==> src/rtl/charge_session_ctrl.sv <==
// Charging session sequencer: host command -> PRECHARGE/CC/CV regulation with protection and timeout.
// Command acts 2 cycles after host_data_valid rises, ADC sample 1 cycle after meas_valid; no backpressure.
module charge_session_ctrl #(
    parameter int NUMBER_REG_IN  = 9,
    parameter int NUMBER_REG_OUT = 10,
    parameter int TICK_DIV       = 100000
) (
    input  logic                         aclk,
    input  logic                         aresetn,
    input  logic [32*NUMBER_REG_IN-1:0]  host_data0,
    input  logic                         host_data_valid,
    input  logic                         meas_valid,
    input  logic [15:0]                  meas_voltage,
    input  logic [15:0]                  meas_current,
    output logic                         pwm_en,
    output logic [15:0]                  i_ref,
    output logic                         busy,
    output logic                         fault,
    output logic [32*NUMBER_REG_OUT-1:0] statistics
);
    localparam int TICK_W = $clog2(TICK_DIV);

    typedef enum logic [2:0] {
        IDLE      = 3'd0,
        PRECHARGE = 3'd1,
        CC        = 3'd2,
        CV        = 3'd3,
        DONE      = 3'd4,
        FAULT     = 3'd5
    } state_t;

    state_t      state;
    logic [2:0]  fault_code;

    logic        valid_q;
    logic        edge_q;
    logic        cmd_q;

    logic [2:0]  c_cmd;
    logic [15:0] c_v_pre, c_v_target, c_i_cc, c_i_pre, c_i_term, c_v_max, c_i_max;
    logic [31:0] c_timeout;

    logic [15:0] v_pre, v_target, i_cc, i_pre, i_term, v_max, i_max;
    logic [31:0] timeout_ms;

    logic        meas_vld_q;
    logic [15:0] meas_v_q, meas_i_q;
    logic [15:0] last_v, last_i;

    logic [TICK_W-1:0] tick_cnt;
    logic              tick_wrap;
    logic [31:0]       elapsed_ms, charge_acc, session_cnt, sample_cnt;
    logic [32:0]       charge_sum;
    logic              cfg_invalid;
    logic              timed_out;
    logic              unused_host_bits;

    assign unused_host_bits = ^host_data0;

    assign busy   = (state == PRECHARGE) || (state == CC) || (state == CV);
    assign fault  = (state == FAULT);
    assign pwm_en = busy;

    assign tick_wrap   = (tick_cnt == TICK_W'(TICK_DIV - 1));
    assign charge_sum  = {1'b0, charge_acc} + {17'd0, last_i};
    assign cfg_invalid = (c_v_target == 16'd0) || (c_i_cc == 16'd0) || (c_v_target > c_v_max);
    assign timed_out   = (timeout_ms != 32'd0) && (elapsed_ms >= timeout_ms);

    // Config words are captured on the rising edge of valid so a single-cycle pulse is enough.
    always_ff @(posedge aclk or negedge aresetn) begin
        if (!aresetn) begin
            valid_q    <= 1'b0;
            edge_q     <= 1'b0;
            cmd_q      <= 1'b0;
            c_cmd      <= '0;
            c_v_pre    <= '0;
            c_v_target <= '0;
            c_i_cc     <= '0;
            c_i_pre    <= '0;
            c_i_term   <= '0;
            c_timeout  <= '0;
            c_v_max    <= '0;
            c_i_max    <= '0;
            meas_vld_q <= 1'b0;
            meas_v_q   <= '0;
            meas_i_q   <= '0;
        end else begin
            valid_q    <= host_data_valid;
            edge_q     <= host_data_valid && !valid_q;
            cmd_q      <= edge_q;
            meas_vld_q <= meas_valid;
            meas_v_q   <= meas_voltage;
            meas_i_q   <= meas_current;
            if (host_data_valid && !valid_q) begin
                c_cmd      <= host_data0[2:0];
                c_v_pre    <= host_data0[32  +: 16];
                c_v_target <= host_data0[64  +: 16];
                c_i_cc     <= host_data0[96  +: 16];
                c_i_pre    <= host_data0[128 +: 16];
                c_i_term   <= host_data0[160 +: 16];
                c_timeout  <= host_data0[192 +: 32];
                c_v_max    <= host_data0[224 +: 16];
                c_i_max    <= host_data0[256 +: 16];
            end
        end
    end

    always_ff @(posedge aclk or negedge aresetn) begin
        if (!aresetn) begin
            state       <= IDLE;
            fault_code  <= '0;
            i_ref       <= '0;
            v_pre       <= '0;
            v_target    <= '0;
            i_cc        <= '0;
            i_pre       <= '0;
            i_term      <= '0;
            timeout_ms  <= '0;
            v_max       <= '0;
            i_max       <= '0;
            last_v      <= '0;
            last_i      <= '0;
            tick_cnt    <= '0;
            elapsed_ms  <= '0;
            charge_acc  <= '0;
            session_cnt <= '0;
            sample_cnt  <= '0;
        end else begin
            tick_cnt <= tick_wrap ? '0 : tick_cnt + 1'b1;
            if (busy && tick_wrap) begin
                elapsed_ms <= elapsed_ms + 32'd1;
                charge_acc <= charge_sum[32] ? 32'hFFFF_FFFF : charge_sum[31:0];
            end
            if (meas_vld_q) begin
                last_v <= meas_v_q;
                last_i <= meas_i_q;
                if (busy)
                    sample_cnt <= sample_cnt + 32'd1;
            end

            if (cmd_q && c_cmd[1]) begin
                state      <= IDLE;
                fault_code <= '0;
                i_ref      <= '0;
            end else if (cmd_q && c_cmd[2] && state == FAULT) begin
                state      <= IDLE;
                fault_code <= '0;
            end else if (cmd_q && c_cmd[0] && (state == IDLE || state == DONE)) begin
                v_pre      <= c_v_pre;
                v_target   <= c_v_target;
                i_cc       <= c_i_cc;
                i_pre      <= c_i_pre;
                i_term     <= c_i_term;
                timeout_ms <= c_timeout;
                v_max      <= c_v_max;
                i_max      <= c_i_max;
                if (cfg_invalid) begin
                    state      <= FAULT;
                    fault_code <= 3'd4;
                    i_ref      <= '0;
                end else begin
                    elapsed_ms  <= '0;
                    charge_acc  <= '0;
                    sample_cnt  <= '0;
                    session_cnt <= session_cnt + 32'd1;
                    state       <= PRECHARGE;
                    i_ref       <= c_i_pre;
                end
            end else if (busy) begin
                // Protection outranks timeout, which outranks the regulation step.
                if (meas_vld_q && meas_v_q > v_max) begin
                    state      <= FAULT;
                    fault_code <= 3'd1;
                    i_ref      <= '0;
                end else if (meas_vld_q && meas_i_q > i_max) begin
                    state      <= FAULT;
                    fault_code <= 3'd2;
                    i_ref      <= '0;
                end else if (timed_out) begin
                    state      <= FAULT;
                    fault_code <= 3'd3;
                    i_ref      <= '0;
                end else if (meas_vld_q) begin
                    case (state)
                        PRECHARGE: begin
                            if (meas_v_q >= v_pre) begin
                                state <= CC;
                                i_ref <= i_cc;
                            end
                        end
                        CC: begin
                            if (meas_v_q >= v_target)
                                state <= CV;
                        end
                        CV: begin
                            if (meas_i_q <= i_term) begin
                                state <= DONE;
                                i_ref <= '0;
                            end else if (meas_v_q > v_target && i_ref != 16'd0) begin
                                i_ref <= i_ref - 16'd1;
                            end else if (meas_v_q < v_target && i_ref < i_cc) begin
                                i_ref <= i_ref + 16'd1;
                            end
                        end
                        default: ;
                    endcase
                end
            end
        end
    end

    logic [31:0] stat_w [10];

    always_comb begin
        stat_w[0] = {29'd0, state};
        stat_w[1] = {29'd0, fault_code};
        stat_w[2] = elapsed_ms;
        stat_w[3] = {16'd0, last_v};
        stat_w[4] = {16'd0, last_i};
        stat_w[5] = charge_acc;
        stat_w[6] = session_cnt;
        stat_w[7] = {16'd0, v_target};
        stat_w[8] = {16'd0, i_ref};
        stat_w[9] = sample_cnt;
    end

    for (genvar k = 0; k < NUMBER_REG_OUT; k++) begin : g_stat
        if (k < 10) begin : g_word
            assign statistics[32*k +: 32] = stat_w[k];
        end else begin : g_zero
            assign statistics[32*k +: 32] = 32'd0;
        end
    end

endmodule

==> config.mk <==
export PLATFORM = sky130hd
export DESIGN_NAME = charge_session_ctrl
export DESIGN_NICKNAME = d
export VERILOG_FILES = /design/src/rtl/charge_session_ctrl.sv
export SDC_FILE = /design/constraint.sdc
export NUM_CORES = 1
export LEC_CHECK = 0
export ABC_AREA = 1
export ABC_CLOCK_PERIOD_IN_PS = 4300
export BUFFER_PORTS_ARGS = -buffer_cell sky130_fd_sc_hd__buf_2
export CAP_MARGIN = 0
export CORE_AREA = 2 2 260 262
export DETAILED_ROUTE_END_ITERATION = 8
export DIE_AREA = 0 0 262 264
export GPL_ROUTABILITY_DRIVEN = 0
export HOLD_SLACK_MARGIN = 0.08
export MAX_ROUTING_LAYER = met4
export PLACE_DENSITY = 0.66
export SYNTH_ARGS = -nofsm -noshare
export SYNTH_HDL_FRONTEND = slang
export SYNTH_SLANG_ARGS = --single-unit
export TNS_END_PERCENT = 10
==> constraint.sdc <==
create_clock -name aclk -period 4.3 [get_ports aclk]
set_clock_uncertainty 0.1 [all_clocks]
set_input_delay 0.86 -clock aclk [delete_from_list [all_inputs] [get_ports aclk]]
set_output_delay 0.86 -clock aclk [all_outputs]
set_load 0.02 [all_outputs]
# Word-level counts from Yosys, hierarchy flattened
# Index checks and enable logic that the tools add are counted.
[word_totals] memories=0 inputBits=324 out_inout_bits=339 mem_bits_rw=0 latchBits=0 romBits=0 reg_bits=510
[op_classes] bitwise=3 n_mux=53 multipliers=0 n_div=0 shift=0 add_sub_neg=7 n_lt_le_gt_ge=10 eq_ne=13 reduce_logical=35
[op_table] op="$mux W32" count=17
[op_table] op="$mux W16" count=13
[op_table] op="$add A32 B1 Y32 const B" count=3
[op_table] op="$gt A16 B16 Y1" count=4
[op_table] op="$mux W3" count=20
[op_table] op="$add A32 B16 Y33" count=1
[op_table] op="$ge A16 B16 Y1" count=2
[op_table] op="$ge A32 B32 Y1" count=1
[op_table] op="$logic_not A16 Y1" count=2
[op_table] op="$lt A16 B16 Y1" count=2
[op_table] op="$pmux W16 S2" count=1
[op_table] op="$reduce_bool A32 Y1" count=1
[op_table] op="$ne A8 B2 Y1 const B" count=3
[op_table] op="$add A17 B1 Y17 const B" count=1
[op_table] op="$eq A17 B17 Y1 const B" count=1
[op_table] op="$mux W17" count=1
[op_table] op="$add A16 B1 Y16 const B" count=1
[op_table] op="$le A16 B16 Y1" count=1
[op_table] op="$reduce_bool A16 Y1" count=1
[op_table] op="$sub A16 B1 Y16 const B" count=1
[op_table] op="$reduce_bool A7 Y1" count=2
[op_table] op="$logic_and A1 B1 Y1" count=12
[op_table] op="$reduce_and A6 Y1" count=2
[op_table] op="$reduce_bool A6 Y1" count=2
[op_table] op="17 further kinds" count=26

# Logic depth before layout (Yosys ltp)
[depth] ltp_word=14 ltp_mapped=29 depth_no_buf=29

# Worst setup path after synthesis
# Ideal clock, no wire load.
[synth_timing] path_type="register to register" from="register v_target[7]" to="register i_ref[9]" required_time_ns=4.134 arrival_time_ns=2.978 setup_slack_ns=1.157 synth_period_minus_slack_ns=3.143 stages_incl_launch_ff=25 cell_sequence="dfrtp_1 inv_1 ha_1 a21o_1 nor2_1 nand2_1 nand2_1 nand2_1 nand2_2 inv_2 ha_1 nand2_1 o21ai_0 nand2_1 nand2_1 nand2_1 nand2_1 nand2_1 a21oi_1 nand3_1 nand2_1 nor2_1 nor2_1 nand2_1 nand2_1"
[synth_between] elab_chain_cells=13 elab_cells_between_ends=17 classes_between="order compare (2); eq/ne (1); mux (11); reduce/logical (3)"
[synth_rtl] item="start: declaration" line="43" rtl="logic [15:0] v_pre, v_target, i_cc, i_pre, i_term, v_max, i_max;"
[synth_rtl] item="start signal: assignment" line="150" rtl="v_target <= c_v_target;"
[synth_rtl] item="$gt A16 B16 Y1" line="199" rtl="end else if (meas_v_q > v_target && i_ref != 16'd0) begin"
[synth_rtl] item="$logic_and A1 B1 Y1" line="199"
[synth_rtl] item="$mux W16" line="199"
[synth_rtl] item="$mux W16" line="196" rtl="if (meas_i_q <= i_term) begin"
[synth_rtl] item="$pmux W16 S2" line="184" rtl="case (state)"
[synth_rtl] item="$mux W16" line="183" rtl="end else if (meas_vld_q) begin"
[synth_rtl] item="$mux W16" line="179" rtl="end else if (timed_out) begin"
[synth_rtl] item="$mux W16" line="175" rtl="end else if (meas_vld_q && meas_i_q > i_max) begin"
[synth_rtl] item="$mux W16" line="171" rtl="if (meas_vld_q && meas_v_q > v_max) begin"
[synth_rtl] item="$mux W16" line="169" rtl="end else if (busy) begin"
[synth_rtl] item="$mux W16" line="148" rtl="end else if (cmd_q && c_cmd[0] && (state == IDLE || state == DONE)) begin"
[synth_rtl] item="$mux W16" line="145" rtl="end else if (cmd_q && c_cmd[2] && state == FAULT) begin"
[synth_rtl] item="$mux W16" line="141" rtl="if (cmd_q && c_cmd[1]) begin"
[synth_rtl] item="end signal: assignment" line="167" rtl="i_ref <= c_i_pre;"
[synth_rtl] item="end signal: assignment" line="188" rtl="i_ref <= i_cc;"
[synth_rtl] item="end signal: assignment" line="200" rtl="i_ref <= i_ref - 16'd1;"
[synth_rtl] item="end: declaration" line="16" rtl="output logic [15:0] i_ref,"
# Several ways; a longest one is shown, not always the timed one. The select of a mux whose other input is x is not followed.
# A chain may end at the register's enable or synchronous reset.

# Worst setup path in the final report
[layout_timing] from="register meas_v_q[15]" to="register i_ref[9]"
[layout_between] elab_chain_cells=13 elab_cells_between_ends=23 classes_between="order compare (4); eq/ne (2); mux (11); reduce/logical (6)"
[layout_rtl] item="start: declaration" line="47" rtl="logic [15:0] meas_v_q, meas_i_q;"
[layout_rtl] item="start signal: assignment" line="92" rtl="meas_v_q <= meas_voltage;"
[layout_rtl] item="$gt A16 B16 Y1" line="199"
[layout_rtl] item="$logic_and A1 B1 Y1" line="199"
[layout_rtl] item="$mux W16" line="199"
[layout_rtl] item="$mux W16" line="196"
[layout_rtl] item="$pmux W16 S2" line="184"
[layout_rtl] item="$mux W16" line="183"
[layout_rtl] item="$mux W16" line="179"
[layout_rtl] item="$mux W16" line="175"
[layout_rtl] item="$mux W16" line="171"
[layout_rtl] item="$mux W16" line="169"
[layout_rtl] item="$mux W16" line="148"
[layout_rtl] item="$mux W16" line="145"
[layout_rtl] item="$mux W16" line="141"
# Several ways; a longest one is shown, not always the timed one. The select of a mux whose other input is x is not followed.

==> reports/results.ini <==
[sta]
drv_slew = 0
tightestPinTransition_ns = 1.05
fmax_ghz = 0.252
rsz0062_at_grt = no
maxSlewHeadroom_pct = 30.3
hold_viol_final = 0
setup_viol = 0
fin_setup_tns_ns = 0
fin_crit_ns = 3.97
fin_crit_sh_pct = 92.3

[synth]
syn-cell-area_um2 = 28600
synthArstFlopShare_pct = 100
avgSynthCellArea_um2 = 7.90
synthDistinctLibCells = 56
yosys_warnings = 0
synth_edf_count = 0
yosysSeqAreaShare_pct = 44.7
synth-seq-cells = 510
synth_ff_type = dfrtp_1
syn-instance-count = 3618

[placed_design]
dp_hpwl_mm = 59.6
place.port_buffers = 399
dp.cells = 4808

[power_and_ir_drop]
peakVddDrop_uv = 341
p_switching_uw = 6070
seqPwrFrac_pct = 37.3
powerDensity_nw_per_um2 = 501
power_uw = 16600
p_sw_share_pct = 36.6
p_int_uw = 10500
clkPwrFrac_pct = 30.8
leakage_uw = 0.0182
p_comb_share_pct = 31.8

[detailed_routing]
dr.first_iter.drc_count = 1730
ant_nets = 0
vias_per_cell = 4.90
vias = 24100
detail_route.first_pass.iterations = 6
avgRoutedWirePerCell_um = 16.2
routed_wl_mm = 79.9
drc = 0

[global_routing]
overflow = 0
first_global_vias = 22700
grt_pass1_wl_mm = 125
grt_usage_pct = 23.6
antenna_found_initial = 10
grt_max_degree = 215

[cells_and_area]
layout.cells.most_common = nand2_1
drive_gt1_share_pct = 14.7
fin_util_pct = 49.7
final_nets = 4497
most-common-layout-cells = nand2_1, dfrtp_1, inv_1
instances_no_fill = 4921
area_growth_pct = 15.8

[outcome]
status = complete, no violations

[clock_network]
cts_setup_buffers = 0
clk_pin_slew_worst_paths_ns = 0.06
clockRootBuffer = clkbuf_16
hold_buffers = 0
clock_path_buffers = 3
clock_sinks = 510
cts_made_buffers = 57
cts_tree = yes
cts-htree-levels = 2
clock_latency_ns = 0.62

[critical_path]
rr_worst_depth = 23
path_cells = ha_1 -> nand4_1 -> nor2_1 -> nand2_1 -> nand2_1 -> inv_1 -> nand2_2 -> clkinv_2 -> ha_4 -> nand2_1 -> o21ai_0 -> nand2_1 -> nand2_1 -> nand2_1 -> nand2_1 -> nand2_1 -> a21oi_1 -> nand3_1 -> nand2_1 -> nor2_1 -> nor2_1 -> nand2_1 -> nand2_1
critPathLaunchType = register
cp.required_ns = 4.74
worst_path_most_repeated_cell = nand2_1
cp_slowest_cell = dfrtp_1
cp-end-kind = register
critPathArrivalTime_ns = 4.41
crit_type = register to register
critPathMaxFanout = 15
slowest_delay_ns = 0.45

[die]
die_y_um = 264
initial_utilization_pct = 42.9
core_area_um2 = 66600
io_pins = 663
dieWidth_um = 262
dieArea_um2 = 69200
rows = 95

[flow_run]
drv_cap = 0

[hold_path]
hold_path_class = primary input to async pin

[routing by layer]
metal	track usage, %	routed length, µm
met5	-	0
met4	5.88	1990
met3	4.76	5530
met2	36.5	36300
met1	31.7	36100
[worst paths after layout]
check / from / to / slack (ns)
min in group aclk: meas_voltage[15] / meas_v_q[15] / 0.24
min: aresetn / charge_acc[10] / 0.19
max in group asynchronous: aresetn / c_timeout[27] / 2.95
max: meas_v_q[15] / i_ref[9] / 0.33
max reg2reg: meas_v_q[15] / i_ref[9] / 0.33
min reg2reg: edge_q / cmd_q / 0.25
[critical path: cells and delay by family (launching register included)]
kind	cells	cell delay, ns
fa+ha+maj	2	0.73
buf+inv	2	0.32
compound gates	2	0.52
flops	1	0.45
simple gates	17	1.75
[power by group through the flow]
stage | combinational, µW | clock (µW) | sequential (µW)
2_1_floorplan | 3790 | 0 | 6400
3_3_place_gp | 5130 | 0 | 6250
3_5_place_dp | 5240 | 0 | 6270
4_1_cts | 5280 | 5240 | 6200
5_1_grt | 6060 | 5450 | 6310
6_report | 5280 | 5110 | 6200
[cells in the mapped netlist, types with 5 or more instances]
master	n	area (µm²)
a21o_1	8	60.1
a21oi_1	181	906
a31oi_1	16	100
buf_2	12	60.1
buf_4	143	1070
clkbuf_1	81	304
dfrtp_1	510	12800
ha_1	177	2210
inv_1	460	1730
inv_2	7	26.3
nand2_1	1031	3870
nand3_1	129	646
nand3_2	5	50.1
nand4_1	65	407
nor2_1	266	998
nor2_2	7	43.8
nor3_1	65	325
nor4_1	25	156
o21a_1	7	52.6
o21ai_0	245	1230
o21bai_1	5	37.5
or2_2	13	81.3
xnor2_1	27	236
xor2_1	74	648
[flip-flops by register name (all words and copies together), names as in the netlist, 17 cells and up]
name	count
c_timeout	32
session_cnt	32
sample_cnt	32
charge_acc	32
tick_cnt	17
elapsed_ms	32
timeout_ms	32
[kinds of logic after synthesis]
logic type	share of synthesized area, %
AO/OA/AOI/OAI	8.78
buffers and inverters	11.3
other	0.0131
XOR/XNOR	3.10
AND/OR/NAND/NOR	24.1
flip-flops	44.7
adder cells (fa/ha/maj)	7.89
multiplexers	0.158
[repair_timing]
item                                    in CTS  in global routing
resized for setup                            0                  2
endpoints found under the setup margin       0                  1
endpoints found under the hold margin        0                  0
[metrics by stage]
stage	hold slack (ns)	worst slack (ns)	instance area, µm²
after CTS	0.187	0.404	33100
after detailed placement	0.235	0.440	31100
after global routing	0.212	0.0178	33100
after floorplan	0.231	1.16	29000
after global placement	0.234	0.460	31100
final	0.186	0.332	33100
[final cells by class]
cell class | count | area (µm²)
Antenna cell | 9 | 22.5
Clock buffer | 84 | 1720
Clock inverter | 20 | 270
Fill cell | 6563 | 33500
Inverter | 469 | 1770
Multi-Input combinational cell | 2521 | 13100
Sequential cell | 510 | 12800
Tap cell | 873 | 1090
Timing Repair Buffer | 435 | 2380
(Power assumes the default switching activity.)
